===== src/rtl/vend_pkg.sv =====
// Shared types and coin values for the vending credit controller.
package vend_pkg;

  typedef enum logic [1:0] {
    COIN_NONE,
    COIN_CIRCLE,
    COIN_TRIANGLE,
    COIN_PENTAGON
  } coin_t;

  typedef enum logic {
    ACCUM,
    REFUND
  } state_t;

  localparam int VAL_CIRCLE   = 1;
  localparam int VAL_TRIANGLE = 3;
  localparam int VAL_PENTAGON = 5;
  localparam int VAL_W        = 3;

endpackage


===== src/rtl/coin_value_decode.sv =====
// Maps a coin code onto its value in credit units.
module coin_value_decode
  import vend_pkg::*;
(
  input  coin_t            coin,
  output logic [VAL_W-1:0] value
);

  always_comb begin
    value = '0;
    unique case (coin)
      COIN_CIRCLE:   value = VAL_W'(VAL_CIRCLE);
      COIN_TRIANGLE: value = VAL_W'(VAL_TRIANGLE);
      COIN_PENTAGON: value = VAL_W'(VAL_PENTAGON);
      default:       value = '0;
    endcase
  end

endmodule


===== src/rtl/vending_credit_fsm.sv =====
// Coin credit accumulator with multi-vend and unit-pulse refund.
module vending_credit_fsm
  import vend_pkg::*;
#(
  parameter int PRICE      = 4,
  parameter int MAX_CREDIT = 15,
  parameter int CREDIT_W   = $clog2(MAX_CREDIT + 1)
) (
  input  logic                clock,
  input  logic                reset,
  input  logic [1:0]          coin,
  input  logic                refund_req,
  output logic [CREDIT_W-1:0] credit,
  output logic                drop,
  output logic                change,
  output logic                coin_reject,
  output logic                busy
);

  // Wide enough for credit plus the largest coin, whatever CREDIT_W is.
  localparam int SUM_W =
    (CREDIT_W + 1 > VAL_W) ? CREDIT_W + 1 : VAL_W + 1;

  localparam logic [SUM_W-1:0] PRICE_S = SUM_W'(PRICE);
  localparam logic [SUM_W-1:0] MAX_S   = SUM_W'(MAX_CREDIT);

  state_t              state, state_n;
  logic [CREDIT_W-1:0] credit_n;
  logic                drop_n;
  logic                change_n;
  logic                reject_n;
  logic [VAL_W-1:0]    value;
  logic [SUM_W-1:0]    sum;
  logic                coin_in;

  coin_value_decode u_dec (
    .coin  (coin_t'(coin)),
    .value (value)
  );

  assign coin_in = (coin != 2'b00);
  assign busy    = (state == REFUND) | change;

  always_comb begin
    state_n  = state;
    credit_n = credit;
    drop_n   = 1'b0;
    change_n = 1'b0;
    reject_n = 1'b0;
    sum      = SUM_W'(credit) + SUM_W'(value);
    unique case (state)
      ACCUM: begin
        if (refund_req) begin
          reject_n = coin_in;
          if (credit != '0)
            state_n = REFUND;
        end else begin
          if (sum > MAX_S) begin
            reject_n = 1'b1;
            sum      = SUM_W'(credit);
          end
          if (sum >= PRICE_S) begin
            credit_n = CREDIT_W'(sum - PRICE_S);
            drop_n   = 1'b1;
          end else begin
            credit_n = CREDIT_W'(sum);
          end
        end
      end
      REFUND: begin
        change_n = 1'b1;
        reject_n = coin_in;
        credit_n = credit - CREDIT_W'(1);
        if (credit == CREDIT_W'(1))
          state_n = ACCUM;
      end
      default: state_n = ACCUM;
    endcase
  end

  always_ff @(posedge clock) begin
    if (reset) begin
      state       <= ACCUM;
      credit      <= '0;
      drop        <= 1'b0;
      change      <= 1'b0;
      coin_reject <= 1'b0;
    end else begin
      state       <= state_n;
      credit      <= credit_n;
      drop        <= drop_n;
      change      <= change_n;
      coin_reject <= reject_n;
    end
  end

endmodule


===== config.mk =====
export PLATFORM = sky130hd
export DESIGN_NAME = vending_credit_fsm
export DESIGN_NICKNAME = d
export VERILOG_FILES = /design/src/rtl/vend_pkg.sv /design/src/rtl/coin_value_decode.sv /design/src/rtl/vending_credit_fsm.sv
export SDC_FILE = /design/constraint.sdc
export NUM_CORES = 1
export LEC_CHECK = 0
export BUFFER_PORTS_ARGS = -buffer_cell sky130_fd_sc_hd__buf_2
export CAP_MARGIN = 20
export CORE_ASPECT_RATIO = 1.2
export CORE_UTILIZATION = 35
export CTS_CLUSTER_SIZE = 12
export DETAILED_ROUTE_END_ITERATION = 8
export GPL_TIMING_DRIVEN = 1
export HOLD_SLACK_MARGIN = 0.02
export PLACE_DENSITY = 0.59
export SLEW_MARGIN = 20
export SYNTH_ARGS = -nofsm -noshare
export SYNTH_HDL_FRONTEND = slang
export SYNTH_SLANG_ARGS = --single-unit

===== constraint.sdc =====
create_clock -name clock -period 2.7 [get_ports clock]
set_input_delay 0 -clock clock [delete_from_list [all_inputs] [get_ports clock]]
set_output_delay 0 -clock clock [all_outputs]
set_load 0.1 [all_outputs]

# Word-level counts from Yosys, hierarchy flattened
# Cells that the tools add are included.
dict set report word_totals {
  reg_bits 8
  output_inout_bits 8
  word_cells 36
}
dict set report classes {
  n_addsub 3
  order_cmp 2
  n_eq_ne 5
  mux 16
  bitwise_logic 2
  reduce_logical 3
}
# operator count
set ops {}
lappend ops {{$mux W5} 3}
lappend ops {{$pmux W3 S3} 1}
lappend ops {{$mux W4} 2}
lappend ops {{$pmux W4 S2} 1}
lappend ops {{$mux W1} 7}
lappend ops {{$add A4 B3 Y5} 1}
lappend ops {{$ge A5 B3 Y1 const B} 1}
lappend ops {{$gt A5 B4 Y1 const B} 1}
lappend ops {{$eq A2 B2 Y1 const B} 2}
lappend ops {{$eq A4 B1 Y1 const B} 1}
lappend ops {{$pmux W1 S2} 2}
lappend ops {{$reduce_bool A4 Y1} 1}
lappend ops {{$sub A4 B1 Y4 const B} 1}
lappend ops {{$sub A4 B3 Y4 const B} 1}
lappend ops {{$reduce_or A3 Y1} 1}
lappend ops {{$eq A2 B1 Y1 const B} 1}
lappend ops {{$ne A2 B2 Y1 const B} 1}
lappend ops {{$reduce_bool A2 Y1} 1}
lappend ops {{$not A1 Y1} 1}
lappend ops {{$or A1 B1 Y1} 1}

# Longest topological paths before layout
dict set report logic_depth {
  depth_word 11
  depth_mapped 11
}

# Modules after synthesis
# A second synthesis with hierarchy kept.
dict set report unflattened {
  hier_cells 73
  hier_area_um2 624.3
}
# mod n_inst cells_per_inst area_each_um2 seq_area_each_um2
set modules_own_cells {}
lappend modules_own_cells {vending_credit_fsm 1 70 601.8 160.2}
lappend modules_own_cells {coin_value_decode 1 3 22.5 0.0}

# Worst setup path after synthesis
# OpenSTA, ideal clock, no wires.
dict set report synth_path {
  path_type {register -> register}
  from {register credit[0]}
  to {register credit[3]}
  arrival_ns 2.862
  required_time_ns 2.568
  setup_slack_ns -0.294
  stages_incl_launch_ff 11
  path_buffers 0
  synth_period_minus_slack_ns 2.994
  cell_sequence {dfxtp_1 ha_1 inv_1 fa_1 nand2b_1 a21oi_1 nor3_1 ha_1 a32o_1 a21oi_1 a211oi_1}
}
dict set report synth_via {
  elab_chain_len 9
  elab_cells_between_ends 11
  cone_classes {add/sub (3); order compare (2); mux (6)}
}
# item line_no
set synth_lines {}
lappend synth_lines {{from (decl)} vending_credit_fsm.sv:13} ;# output logic [CREDIT_W-1:0] credit,
lappend synth_lines {{from (signal assigned)} vending_credit_fsm.sv:90} ;# credit <= credit_n;
lappend synth_lines {{$add A4 B3 Y5} vending_credit_fsm.sv:50} ;# sum = SUM_W'(credit) + SUM_W'(value);
lappend synth_lines {{$gt A5 B4 Y1} vending_credit_fsm.sv:58} ;# if (sum > MAX_S) begin
lappend synth_lines {{$mux W5} vending_credit_fsm.sv:58}
lappend synth_lines {{$mux W5} vending_credit_fsm.sv:53} ;# if (refund_req) begin
lappend synth_lines {{$mux W5} vending_credit_fsm.sv:51} ;# unique case (state)
lappend synth_lines {{$sub A4 B3 Y4 or $ge A5 B3 Y1 (tied branches)} {vending_credit_fsm.sv:63, vending_credit_fsm.sv:62}}
lappend synth_lines {{$mux W4} vending_credit_fsm.sv:62} ;# if (sum >= PRICE_S) begin
lappend synth_lines {{$mux W4} vending_credit_fsm.sv:53}
lappend synth_lines {{$pmux W4 S2 (*)} vending_credit_fsm.sv:51}
# Mark *: on every way between the ends. The rest lies on a longest branch, timed or not. The select of a mux whose other input is x is not followed.
# A chain may end at the register's enable or synchronous reset.

# Worst setup path after layout
# Same ends and word-level chain as after synthesis.

==> results.md <==
- Hold Path Class: input port to flip-flop
- Synth Area in Simple Gates: 0.219
- Max-slew violations: 0
- Setup crit start kind: flip-flop
- Slowest CP cell: fa_1
- Antenna Nets Post-Route: 0
- Core ar.: 0.00164 mm²
- Layout area overhead: 16.6%
- Worst slew pin tran: 0.479 ns
- Syn avg cell area: 8.24 µm²
- Clk_lat worst skew: 0.25 ns
- Post-CTS Hold Fix Bufs: 1
- DRT Pass-1 Iters: 4
- Synth Cell Area: 618 µm²
- CTS resizes: 0
- Overflow after GRT: 0
- Crit-path cells: ha_1, inv_1, fa_1, nand2b_1, a21oi_1, nor3_1, ha_1, a32o_1, a21oi_1, a211oi_1
- Root buffer cell: clkbuf_4
- Initial detailed-routing violation count: 15
- Hold Violations, Final: 0
- Pin count of the biggest net entering global routing: 14
- Residual DRC: 0
- Post-synthesis sequential area ratio: 0.259
- WL/cell: 12.1 µm
- FFs w/ async S/R, synth: 0
- WS Path Type: flip-flop to flip-flop
- Max Fclk: 426 MHz
- Skew final: 0.00587 ns
- HPWL Detailed: 987 µm
- CP Buf/Inv Count: 1
- Worst path max stage delay: 0.45 ns
- Final setup vio count: 0
- CTS sink cnt: 8
- Initial antenna violation count: 0
- Final period util: 0.869
- CTS clk-pin slew, worst paths: 0.06 ns
- Die H: 48.0 µm
- Antenna cell count: 0
- Ys Warns: 0
- FF+latch count, synth: 8
- TNS Setup: 0 ns
- Main combinational cell family by area after synthesis: compound AO/OA/AOI/OAI gates
- Max-cap viol count: 0
- Max Root-Sink Buffers: 2
- EDFF count, synth: 0
- Share of layout cells above drive strength 1: 0.284
- Global-route wire length before repair: 2040 µm
- Post-Synth Adder-Cell Area: 0.154
- Row count: 16
- Vias/cell: 5.42
- DR vias: 574
- Crit end category: flip-flop
- Initial core utilization: 0.377
- Area contributors post-synth: dfxtp_1 26%, ha_1 12%, a21oi_1 4.9%
- # fillers: 171
- GRT Overall Usage: 0.157
- DIE WIDTH: 40.4 µm
- H-Tree Depth: 1
- Max FO, Critical Path: 7
- Die Footprint: 0.00194 mm²
- Synth Instances: 75
- Synth area leader: dfxtp_1
- Syn Nets: 87
- Post-synthesis compound-gate area fraction: 0.263
- RSZ-0062 raised after global routing: false
- Area of the multi-input gates: 413 µm²
- Status: complete, no violations
- Yosys top cell area share: 0.259
- WP data required: 2.82 ns
- Synth Area in XOR/XNOR: 0
- IO Count: 13
- Post-Route WL: 1280 µm
- Crit path time final: 2.35 ns
- Vias in the first global route: 478
- Nets: 102
- Sequential cell area: 163 µm²
- Total setup buffers inserted after CTS: 0
- Ys flop type: dfxtp_1
- Rel. slew slack: 0.680
- I/O Buffers: 12
- Post-synthesis mux area share: 0.0324
- Routability cong.: 0.790
- CP delay by family, top: adder cells
- Synth cell types: 31
- CTS Buf Count: 3
- TritonCTS clock tree: built
- Arrival time at the worst endpoint: 2.47 ns
## metrics by stage
stage | hold slack, ns | utilization | cell area, µm² | setup WS (ns) | instances
floorplan | 0.0787 | - | 621 | 0.0819 | 75
global placement | 0.241 | 0.419 | 688 | 0.402 | 102
detailed placement | 0.240 | 0.419 | 688 | 0.369 | 102
CTS | 0.0402 | 0.439 | 721 | 0.362 | 106
global route | 0.0423 | 0.439 | 721 | 0.211 | 106
finish | 0.0377 | 0.439 | 721 | 0.354 | 106
## registers in the layout, indices dropped and copies added (netlist names)
signal / cells
credit: 4
drop: 1
change: 1
coin_reject: 1
state: 1
## synthesized netlist by cell type, types with 2 or more instances
cell / n
dfxtp_1: 8
a21oi_1: 6
ha_1: 6
inv_1: 6
nand2_1: 6
nor2_1: 6
a211oi_1: 3
buf_2: 3
nand2b_1: 3
nor3_1: 3
a311oi_1: 2
inv_2: 2
mux2i_1: 2
or2_2: 2
## final timing paths
kind                                              from                      to  slack, ns  cells past startpoint
worst max-delay path            credit[0]$_SDFFE_PP0P_  credit[3]$_SDFFE_PP0P_       0.35                     10
worst min-delay path                             reset       change$_SDFF_PP0_       0.04                      2
worst max register to register  credit[0]$_SDFFE_PP0P_  credit[3]$_SDFFE_PP0P_       0.35                     10
worst min register to register  credit[0]$_SDFFE_PP0P_  credit[0]$_SDFFE_PP0P_       0.52                      1
## cell type report
cell class,instances,area share
multi-input cells,56,0.573
flip-flops and latches,8,0.226
repair buffers,13,0.0972
clock buffers,3,0.0313
well taps,18,0.0313
inverters,8,0.0417
## placed cells by master (no fill, tap or decap), drive strengths merged, types with 6 or more instances in the layout
cell type	Yosys	final
nor2	7	7
buf	3	12
nand2	6	6
dfxtp	8	8
a21oi	6	6
inv	8	8
ha	6	6
## routing by layer
layer / wire (µm) / GRT usage
met5: 0 / 0
met4: 18 / 0.0800
met3: 63 / 0.0140
met2: 581 / 0.251
met1: 615 / 0.206
## cells by family (layout without fill, tap and decap cells)
kind of cell,count (synthesis),count (layout)
compound gates,21,21
fa+ha+maj,7,7
buf+inv,11,24
flops,8,8
mux,2,2
simple gates,26,26
Power is left out: the tool's default activity adds up to more than one toggle a clock period on the data nets, which glitch-free logic cannot reach.
